`src/rtl/mips_pipe_pkg.sv`:
```
// Shared EXE/MEM pipeline definitions: memory command encodings and the
// default-width payload carried between the two stages.
package mips_pipe_pkg;

    localparam int unsigned DEF_DATA_W = 32;
    localparam int unsigned DEF_PC_W   = 32;
    localparam int unsigned DEF_REG_W  = 5;
    localparam int unsigned DEF_CMD_W  = 2;

    localparam logic [1:0] MEM_CMD_NONE  = 2'b00;
    localparam logic [1:0] MEM_CMD_READ  = 2'b01;
    localparam logic [1:0] MEM_CMD_WRITE = 2'b10;

    typedef struct packed {
        logic                  wb_en;
        logic [DEF_CMD_W-1:0]  mem_cmd;
        logic [DEF_DATA_W-1:0] alu_res;
        logic [DEF_DATA_W-1:0] src2_val;
        logic [DEF_REG_W-1:0]  dst;
        logic [DEF_PC_W-1:0]   pc;
    } exe_mem_payload_t;

endpackage

```
`src/rtl/exe_mem_elastic_reg_if.sv`:
```
// EXE-side and MEM-side handshake plus payload for the EXE/MEM elastic register.
interface exe_mem_elastic_reg_if #(
    parameter int unsigned DATA_W = 32,
    parameter int unsigned PC_W   = 32,
    parameter int unsigned REG_W  = 5,
    parameter int unsigned CMD_W  = 2
);
    logic              in_valid;
    logic              in_ready;
    logic              WB_EN_EXE;
    logic [CMD_W-1:0]  MEM_CMD_EXE;
    logic [DATA_W-1:0] ALU_res_EXE;
    logic [DATA_W-1:0] src2_val_EXE;
    logic [REG_W-1:0]  Dst_EXE;
    logic [PC_W-1:0]   PC_in;

    logic              out_valid;
    logic              out_ready;
    logic              WB_EN_MEM;
    logic [CMD_W-1:0]  MEM_CMD_MEM;
    logic [DATA_W-1:0] ALU_res_MEM;
    logic [DATA_W-1:0] src2_val_MEM;
    logic [REG_W-1:0]  Dst_MEM;
    logic [PC_W-1:0]   PC;

    modport master (
        output in_valid, WB_EN_EXE, MEM_CMD_EXE, ALU_res_EXE, src2_val_EXE, Dst_EXE, PC_in,
        output out_ready,
        input  in_ready, out_valid,
        input  WB_EN_MEM, MEM_CMD_MEM, ALU_res_MEM, src2_val_MEM, Dst_MEM, PC
    );

    modport slave (
        input  in_valid, WB_EN_EXE, MEM_CMD_EXE, ALU_res_EXE, src2_val_EXE, Dst_EXE, PC_in,
        input  out_ready,
        output in_ready, out_valid,
        output WB_EN_MEM, MEM_CMD_MEM, ALU_res_MEM, src2_val_MEM, Dst_MEM, PC
    );
endinterface

```
`src/rtl/pipe_slot.sv`:
```
// One pipeline slot: valid bit plus payload register. Clear drops only the
// valid bit so a killed slot still shows its last payload.
module pipe_slot
    import mips_pipe_pkg::*;
#(
    parameter type T = exe_mem_payload_t
) (
    input  logic clk,
    input  logic rst,
    input  logic i_load,
    input  logic i_clear,
    input  T     i_data,
    output logic o_valid,
    output T     o_data
);
    logic r_valid;
    T     r_data;

    always_ff @(posedge clk) begin
        if (rst) begin
            r_valid <= 1'b0;
        end else if (i_clear) begin
            r_valid <= 1'b0;
        end else if (i_load) begin
            r_valid <= 1'b1;
        end
    end

    always_ff @(posedge clk) begin
        if (rst) begin
            r_data <= '0;
        end else if (i_load) begin
            r_data <= i_data;
        end
    end

    assign o_valid = r_valid;
    assign o_data  = r_data;
endmodule

```
`src/rtl/exe_mem_elastic_reg.sv`:
```
// EXE/MEM pipeline register with a skid slot so in_ready is a pure register
// output; outputs always come from the main slot.
module exe_mem_elastic_reg
    import mips_pipe_pkg::*;
#(
    parameter int unsigned DATA_W = 32,
    parameter int unsigned PC_W   = 32,
    parameter int unsigned REG_W  = 5,
    parameter int unsigned CMD_W  = 2
) (
    input  logic                 clk,
    input  logic                 rst,
    input  logic                 flush,
    exe_mem_elastic_reg_if.slave bus,
    output logic [1:0]           occupancy,
    output logic [1:0]           hz_wb_en,
    output logic [2*REG_W-1:0]   hz_dst
);
    typedef struct packed {
        logic              wb_en;
        logic [CMD_W-1:0]  mem_cmd;
        logic [DATA_W-1:0] alu_res;
        logic [DATA_W-1:0] src2_val;
        logic [REG_W-1:0]  dst;
        logic [PC_W-1:0]   pc;
    } payload_t;

    payload_t w_in_d;
    payload_t w_main_d;
    payload_t w_main_q;
    payload_t w_skid_q;
    logic     w_main_valid;
    logic     w_skid_valid;
    logic     w_in_fire;
    logic     w_out_fire;
    logic     w_main_from_skid;
    logic     w_main_from_in;
    logic     w_main_load;
    logic     w_main_clear;
    logic     w_skid_load;
    logic     w_skid_clear;

    assign w_in_d = '{wb_en:    bus.WB_EN_EXE,
                      mem_cmd:  bus.MEM_CMD_EXE,
                      alu_res:  bus.ALU_res_EXE,
                      src2_val: bus.src2_val_EXE,
                      dst:      bus.Dst_EXE,
                      pc:       bus.PC_in};

    // Flush suppresses every load so killed slots keep their old payload.
    assign w_in_fire        = bus.in_valid && !w_skid_valid && !flush;
    assign w_out_fire       = w_main_valid && bus.out_ready;
    assign w_main_from_skid = w_skid_valid && w_out_fire && !flush;
    assign w_main_from_in   = w_in_fire && (!w_main_valid || w_out_fire);
    assign w_main_load      = w_main_from_skid || w_main_from_in;
    assign w_main_clear     = flush || (w_out_fire && !w_main_load);
    assign w_main_d         = w_main_from_skid ? w_skid_q : w_in_d;
    assign w_skid_load      = w_in_fire && w_main_valid && !w_out_fire;
    assign w_skid_clear     = flush || w_main_from_skid;

    pipe_slot #(.T(payload_t)) u_main (
        .clk     (clk),
        .rst     (rst),
        .i_load  (w_main_load),
        .i_clear (w_main_clear),
        .i_data  (w_main_d),
        .o_valid (w_main_valid),
        .o_data  (w_main_q)
    );

    pipe_slot #(.T(payload_t)) u_skid (
        .clk     (clk),
        .rst     (rst),
        .i_load  (w_skid_load),
        .i_clear (w_skid_clear),
        .i_data  (w_in_d),
        .o_valid (w_skid_valid),
        .o_data  (w_skid_q)
    );

    // Bubbles never write back or issue a memory command.
    assign bus.in_ready     = !w_skid_valid;
    assign bus.out_valid    = w_main_valid;
    assign bus.WB_EN_MEM    = w_main_q.wb_en && w_main_valid;
    assign bus.MEM_CMD_MEM  = w_main_valid ? w_main_q.mem_cmd : CMD_W'(MEM_CMD_NONE);
    assign bus.ALU_res_MEM  = w_main_q.alu_res;
    assign bus.src2_val_MEM = w_main_q.src2_val;
    assign bus.Dst_MEM      = w_main_q.dst;
    assign bus.PC           = w_main_q.pc;

    assign occupancy = 2'(w_main_valid) + 2'(w_skid_valid);
    assign hz_wb_en  = {w_skid_q.wb_en && w_skid_valid, w_main_q.wb_en && w_main_valid};
    assign hz_dst    = {w_skid_q.dst, w_main_q.dst};
endmodule

```
`src/flat_wrapper.sv`:
```
// flat-port wrapper written by rule: the top's interface ports become plain ports
module exe_mem_elastic_reg_flat import mips_pipe_pkg::*;
#(
    parameter int unsigned DATA_W = 32,
    parameter int unsigned PC_W   = 32,
    parameter int unsigned REG_W  = 5,
    parameter int unsigned CMD_W  = 2
)
  (clk, rst, flush, occupancy, hz_wb_en, hz_dst, bus_in_valid, bus_WB_EN_EXE, bus_MEM_CMD_EXE, bus_ALU_res_EXE, bus_src2_val_EXE, bus_Dst_EXE, bus_PC_in, bus_out_ready, bus_in_ready, bus_out_valid, bus_WB_EN_MEM, bus_MEM_CMD_MEM, bus_ALU_res_MEM, bus_src2_val_MEM, bus_Dst_MEM, bus_PC);
  exe_mem_elastic_reg_if #(.DATA_W(DATA_W), .PC_W(PC_W), .REG_W(REG_W), .CMD_W(CMD_W)) bus_i ();
  input  logic clk;
  input  logic rst;
  input  logic flush;
  output logic [1:0] occupancy;
  output logic [1:0] hz_wb_en;
  output logic [2*REG_W-1:0] hz_dst;
  input wire logic [$bits(bus_i.in_valid)-1:0] bus_in_valid;
  input wire logic [$bits(bus_i.WB_EN_EXE)-1:0] bus_WB_EN_EXE;
  input wire logic [$bits(bus_i.MEM_CMD_EXE)-1:0] bus_MEM_CMD_EXE;
  input wire logic [$bits(bus_i.ALU_res_EXE)-1:0] bus_ALU_res_EXE;
  input wire logic [$bits(bus_i.src2_val_EXE)-1:0] bus_src2_val_EXE;
  input wire logic [$bits(bus_i.Dst_EXE)-1:0] bus_Dst_EXE;
  input wire logic [$bits(bus_i.PC_in)-1:0] bus_PC_in;
  input wire logic [$bits(bus_i.out_ready)-1:0] bus_out_ready;
  output wire logic [$bits(bus_i.in_ready)-1:0] bus_in_ready;
  output wire logic [$bits(bus_i.out_valid)-1:0] bus_out_valid;
  output wire logic [$bits(bus_i.WB_EN_MEM)-1:0] bus_WB_EN_MEM;
  output wire logic [$bits(bus_i.MEM_CMD_MEM)-1:0] bus_MEM_CMD_MEM;
  output wire logic [$bits(bus_i.ALU_res_MEM)-1:0] bus_ALU_res_MEM;
  output wire logic [$bits(bus_i.src2_val_MEM)-1:0] bus_src2_val_MEM;
  output wire logic [$bits(bus_i.Dst_MEM)-1:0] bus_Dst_MEM;
  output wire logic [$bits(bus_i.PC)-1:0] bus_PC;
  assign bus_i.in_valid = bus_in_valid;
  assign bus_i.WB_EN_EXE = bus_WB_EN_EXE;
  assign bus_i.MEM_CMD_EXE = bus_MEM_CMD_EXE;
  assign bus_i.ALU_res_EXE = bus_ALU_res_EXE;
  assign bus_i.src2_val_EXE = bus_src2_val_EXE;
  assign bus_i.Dst_EXE = bus_Dst_EXE;
  assign bus_i.PC_in = bus_PC_in;
  assign bus_i.out_ready = bus_out_ready;
  assign bus_in_ready = bus_i.in_ready;
  assign bus_out_valid = bus_i.out_valid;
  assign bus_WB_EN_MEM = bus_i.WB_EN_MEM;
  assign bus_MEM_CMD_MEM = bus_i.MEM_CMD_MEM;
  assign bus_ALU_res_MEM = bus_i.ALU_res_MEM;
  assign bus_src2_val_MEM = bus_i.src2_val_MEM;
  assign bus_Dst_MEM = bus_i.Dst_MEM;
  assign bus_PC = bus_i.PC;
  exe_mem_elastic_reg #(.DATA_W(DATA_W), .PC_W(PC_W), .REG_W(REG_W), .CMD_W(CMD_W)) u_core (.clk(clk), .rst(rst), .flush(flush), .bus(bus_i), .occupancy(occupancy), .hz_wb_en(hz_wb_en), .hz_dst(hz_dst));
endmodule
```
`config.mk`:
```
export PLATFORM = sky130hd
export DESIGN_NAME = exe_mem_elastic_reg_flat
export DESIGN_NICKNAME = d
export VERILOG_FILES = /design/src/rtl/mips_pipe_pkg.sv /design/src/rtl/exe_mem_elastic_reg_if.sv /design/src/rtl/pipe_slot.sv /design/src/rtl/exe_mem_elastic_reg.sv /design/src/flat_wrapper.sv
export SDC_FILE = /design/constraint.sdc
export NUM_CORES = 1
export LEC_CHECK = 0
export CORE_MARGIN = 2
export CORE_UTILIZATION = 50
export DETAILED_ROUTE_END_ITERATION = 8
export DONT_BUFFER_PORTS = 1
export PLACE_DENSITY_LB_ADDON = 0.08
export SYNTH_ARGS = -nofsm -noshare
export SYNTH_HDL_FRONTEND = slang
export SYNTH_HIERARCHICAL = 1
export SYNTH_SLANG_ARGS = --single-unit
```
`constraint.sdc`:
```
create_clock -name clk -period 2 [get_ports clk]
set_clock_uncertainty 0.2 [all_clocks]
set_input_delay 0.3 -clock clk [delete_from_list [all_inputs] [get_ports clk]]
set_output_delay 0.3 -clock clk [all_outputs]
set_load 0.005 [all_outputs]
```
Word-level counts from Yosys, hierarchy flattened
Index checks and enable logic that the tools add are counted.
{ "op_classes": {"addsub": 1, "n_mul": 0, "n_div": 0, "n_lt_le_gt_ge": 0, "eq_ne": 0, "shift": 0, "n_mux": 2, "bitwise": 0, "n_reduce_logical": 22} }
{ "op_table": {"columns": ["operator", "n"], "rows": [
  ["104-bit two-way mux", 1],
  ["1-bit logical AND", 11],
  ["1-bit logical NOT", 5],
  ["1-bit logical OR", 4],
  ["2-bit OR reduction", 2],
  ["1-bit by 1-bit adder with 2-bit output", 1],
  ["2-bit two-way mux", 1]
]} }
{ "word_totals": {"register_bits": 210, "latch_bits": 0, "ramBits": 0, "romBits": 0, "inputBits": 109, "output_inout_bits": 120, "elab_cells": 39, "n_memories": 0} }

Depth between registers and ports, before layout
{ "logic_depth": {"depth_word": 9, "ltp_mapped": 7, "mapped_depth_nobuf": 4} }

Hierarchy
The synthesis kept the hierarchy.
{ "modules_own_cells": {"columns": ["module", "n_inst", "cells_each", "area_per_inst_um2", "seq_area_each_um2"], "rows": [
  ["pipe_slot", 2, 339, 3753.6, 2102.0],
  ["exe_mem_elastic_reg", 1, 136, 1645.3, 0.0]
]} }

Least setup slack after synthesis
No wires, ideal clock.
{ "synth_path": {"kind": "reg2reg", "startpoint": "register u_core.u_main.r_valid, in the netlist u_core/u_main/o_valid", "endpoint": "register u_core.u_skid.r_data (netlist bit u_core/u_skid/o_data[58])", "setup_ns": 0.128, "arrival_time_ns": 1.610, "required_ns": 1.672, "setup_slack_ns": 0.063, "path_stages_with_launch": 8, "n_path_buf": 3, "period_less_slack_ns": 1.937, "cell_sequence": "dfxtp_1 > or4bb_1 > nor2_1 > buf_4 > buf_8 > buf_12 > mux2i_1 > nor2_1"} }
{ "synth_via": {"elab_chain_cells": 3, "word_cells_on_any_way": 4, "cone_classes": "reduce/logical: 4"} }
{ "synth_lines": {"columns": ["item", "line", "text"], "rows": [
  ["start, declared", "pipe_slot.sv:16", "logic r_valid;"],
  ["start signal, assigned", "pipe_slot.sv:21", "r_valid <= 1'b0;"],
  ["start signal, assigned", "pipe_slot.sv:23", "r_valid <= 1'b0;"],
  ["start signal, assigned", "pipe_slot.sv:25", "r_valid <= 1'b1;"],
  ["1-bit logical AND", "exe_mem_elastic_reg.sv:52", "assign w_out_fire = w_main_valid && bus.out_ready;"],
  ["1-bit logical NOT", "exe_mem_elastic_reg.sv:58", "assign w_skid_load = w_in_fire && w_main_valid && !w_out_fire;"],
  ["1-bit logical AND *", "exe_mem_elastic_reg.sv:58", null],
  ["named net u_core.w_skid_load", "exe_mem_elastic_reg.sv:40", "logic w_skid_load;"],
  ["end signal, assigned", "pipe_slot.sv:33", "r_data <= i_data;"],
  ["end, declared", "pipe_slot.sv:17", "T r_data;"]
]} }
The timed path passes the listed nets; every way through them passes the cells marked *.
A chain may end at the register's enable or synchronous reset.

Worst setup path after layout
{ "layout_path": {"startpoint": "register u_core.u_skid.r_valid, in the netlist u_core/u_skid/o_valid", "endpoint": "register u_core.u_skid.r_data (netlist bit u_core/u_skid/o_data[69])"} }
{ "layout_via": {"elab_chain_cells": 5} }
{ "layout_lines": {"columns": ["item", "line", "text"], "rows": [
  ["start, declared", "pipe_slot.sv:16", null],
  ["start signal, assigned", "pipe_slot.sv:21", null],
  ["start signal, assigned", "pipe_slot.sv:23", null],
  ["start signal, assigned", "pipe_slot.sv:25", null],
  ["1-bit logical NOT", "exe_mem_elastic_reg.sv:51", "assign w_in_fire = bus.in_valid && !w_skid_valid && !flush;"],
  ["1-bit logical AND (2 in series)", "exe_mem_elastic_reg.sv:51", null],
  ["1-bit logical AND (2 in series)", "exe_mem_elastic_reg.sv:58", null],
  ["named net u_core.w_skid_load", "exe_mem_elastic_reg.sv:40", null]
]} }
The timed path passes the listed nets, and every way through them passes these cells.

==> impl_metrics.env <==
export IMPL_status="finished, violations left"
export IMPL_violations="negative hold slack, negative setup slack"
export IMPL_drive_above_1_share=0.229
export IMPL_core_area_sq_um=18000
export IMPL_synth_seq_area_share=0.459
export IMPL_worstPathRequired_ps=2160
export IMPL_row_count=49
export IMPL_drtIter0Drc=219
export IMPL_drc_errors=0
export IMPL_power_density_nw_per_um2=881
export IMPL_drv_cap=0
export IMPL_die_w_um=139
export IMPL_netlist_area_leader_share=0.459
export IMPL_clk_path_buf_depth=3
export IMPL_fin_crit_ps=2030
export IMPL_ys_warn_count=6
export IMPL_port_buffers=0
export IMPL_async_flop_share=0
export IMPL_path_clk_slew_ps=60
export IMPL_diodes=0
export IMPL_area_growth_pct=15.0
export IMPL_vias=5741
export IMPL_cp_max_fo=9
export IMPL_critPathSlowestCell="or4bb_4"
export IMPL_worstMarginPinSlew_ps=330
export IMPL_die_area_sq_um=19400
export IMPL_ir_worst_vdd_uv=770
export IMPL_synthTopCellsByArea="dfxtp_1 46%, mux2i_1 23%, mux2_4 9.8%, nor2_1 8.7%, mux2_2 5.4%"
export IMPL_layout_setup_ws_ps=-32.7
export IMPL_cts_root_buf="clkbuf_16"
export IMPL_slew_viol_final=0
export IMPL_start_kind="register"
export IMPL_setup_viol=2
export IMPL_max_stage_delay_ps=530
export IMPL_crit_type="register to register"
export IMPL_start_util=0.510
export IMPL_synth_seq_cells=210
export IMPL_gr_total_overflow=0
export IMPL_p_leak_nw=4.19
export IMPL_yosys_top_cells_count="212 x nor2_1, 210 x dfxtp_1, 208 x mux2i_1, 60 x mux2_4, 44 x mux2_2"
export IMPL_grt_first_pass_wirelength_mm=30.1
export IMPL_synth_edff_count=0
export IMPL_arrival_ps=2200
export IMPL_via_per_inst=5.34
export IMPL_yosysMostFrequentCell="nor2_1"
export IMPL_grt_usage=0.188
export IMPL_htreeDepth=1
export IMPL_first_global_vias=5566
export IMPL_tritoncts="built"
export IMPL_post_route_period_util=1.02
export IMPL_crit_buf_inv=2
export IMPL_rsz0062_at_grt="yes"
export IMPL_max_freq_mhz=492
export IMPL_drt_wirelength_per_cell_um=18.7
export IMPL_ant_nets=0
export IMPL_dp_hpwl_mm=12.8
export IMPL_cts_sinks=210
export IMPL_clkLatencyLatePin_ps=490
export IMPL_wl_mm=20.1
export IMPL_numCtsBuffers=23
export IMPL_fp_dieH_um=139
export IMPL_finalHoldViolations=210
export IMPL_slew_headroom=0.780
export IMPL_fin_nets=941
export IMPL_synth_top_area_cell="dfxtp_1"
export IMPL_grt_max_degree=211
export IMPL_firstDrtPassIters=4
export IMPL_synth_main_ff_cell="dfxtp_1"
export IMPL_antenna_found_initial=0
export IMPL_cp_cell_sequence="or4bb_4, nor2_4, buf_4, clkbuf_16, mux2i_1, nor2_1"
export IMPL_hold_path_class="primary input to register"
export IMPL_synth_area_sq_um=9150
export IMPL_crit_path_end_kind="register"
export IMPL_syn_nets=924
export IMPL_crit_family="simple AND/OR/NAND/NOR gates"
export IMPL_gp_congestion=0.739
export IMPL_avgSynthCellArea_sq_um=11.2
export IMPL_netlist_cell_type_count=23
export IMPL_fin_setup_tns_ps=-50.3
export IMPL_hold_ws_ps=-319
export IMPL_netlist_instances=814
export IMPL_pin_count=229
## final cells by class
cell class | count | area, sq um
Fill cell | 1516 | 7430
Clock buffer | 33 | 673
Sequential cell | 210 | 4210
Clock inverter | 7 | 110
Inverter | 1 | 3.75
Timing Repair Buffer | 57 | 820
Multi-Input combinational cell | 538 | 4430
Tap cell | 229 | 287
## power by group
group | total [mW] | switching, mW | leakage (nW) | internal (mW)
logic | 0.565 | 0.213 | 2.09 | 0.352
registers | 4.40 | 0.0975 | 1.71 | 4.30
clock network | 4.31 | 1.60 | 0.389 | 2.71
## flip-flops by register name, indices dropped and copies added, names as in the netlist
name and flops:
u_core/u_main/o_data 104, u_core/u_skid/o_data 104, u_core/u_main/o_valid 1, u_core/u_skid/o_valid 1
## stage by stage
step           instances  setup WS [ps]  area, sq um  total power [mW]   util
2_1_floorplan        814           62.8         9150              4.94      -
3_3_place_gp        1007           65.8         9290              4.95  0.517
3_5_place_dp        1007          -22.4         9290              4.97  0.517
4_1_cts             1048           2.44        10100              9.32  0.563
5_1_grt             1075          -94.7        10500              9.63  0.586
6_report            1075          -32.7        10500              9.28  0.586
## routing by layer
| layer | vias to the layer above | global-route usage | share of wire |
|---|---|---|---|
| met5 | - | 0 | 0 |
| met4 | 0 | 0.0505 | 0.019 |
| met3 | 31 | 0.0812 | 0.096 |
| met2 | 178 | 0.314 | 0.48 |
| met1 | 2750 | 0.221 | 0.41 |
| li1 | 2782 | - | - |
## layout by cell type, fill, tap and decap left out
| cell | synthesis | routed |
|---|---|---|
| a211oi_4 | 0 | 1 |
| a31o_2 | 1 | 1 |
| and2_1 | 4 | 4 |
| buf_12 | 10 | 11 |
| buf_16 | 0 | 3 |
| buf_4 | 19 | 13 |
| buf_6 | 6 | 7 |
| buf_8 | 2 | 1 |
| bufinv_16 | 0 | 3 |
| clkbuf_1 | 10 | 4 |
| clkbuf_16 | 0 | 30 |
| clkbuf_8 | 0 | 6 |
| clkinv_2 | 0 | 4 |
| dfxtp_1 | 210 | 208 |
| dfxtp_2 | 0 | 2 |
| dlygate4sd3_1 | 0 | 15 |
| ha_1 | 1 | 1 |
| inv_1 | 1 | 1 |
| mux2_2 | 44 | 44 |
| mux2_4 | 60 | 60 |
| mux2i_1 | 208 | 204 |
| mux2i_2 | 0 | 4 |
| nand2_1 | 1 | 1 |
| nand4b_4 | 0 | 1 |
| nor2_1 | 212 | 211 |
| nor2_4 | 0 | 1 |
| nor3_1 | 2 | 2 |
| o21bai_1 | 1 | 1 |
| or2_2 | 1 | 1 |
| or4bb_4 | 0 | 1 |
## cell families (layout without fill, tap and decap cells)
family / Yosys count / count (layout) / synth area share
multiplexers: 312 / 312 / 0.380
adder cells (fa/ha/maj): 1 / 1 / 0.00137
AND/OR/NAND/NOR: 222 / 222 / 0.0947
flip-flops: 210 / 210 / 0.459
AO/OA/AOI/OAI: 3 / 3 / 0.00260
buffers and inverters: 66 / 98 / 0.0619
## final timing paths
| check | from | end | slack, ps | cells past startpoint |
|---|---|---|---|---|
| max reg2reg | u_core/u_skid/o_valid | u_core/u_skid/o_data[69] | -30 | 6 |
| max | u_core/u_skid/o_valid | u_core/u_skid/o_data[69] | -30 | 6 |
| min reg2reg | u_core/u_skid/o_data[25] | u_core/u_skid/o_data[25] | 290 | 2 |
| min | rst | u_core/u_skid/o_data[19] | -320 | 1 |
## what timing repair did
| action | in CTS | in global routing |
|---|---|---|
| gates resized for setup | 4 | 15 |
| pin swaps | 1 | 1 |
| buffers inserted | 0 | 5 |
| gates cloned | 1 | 7 |
| endpoints found under the setup margin | 3 | 125 |
| endpoints found under the hold margin | 210 | 210 |
Power figures use the tool's default switching activity.
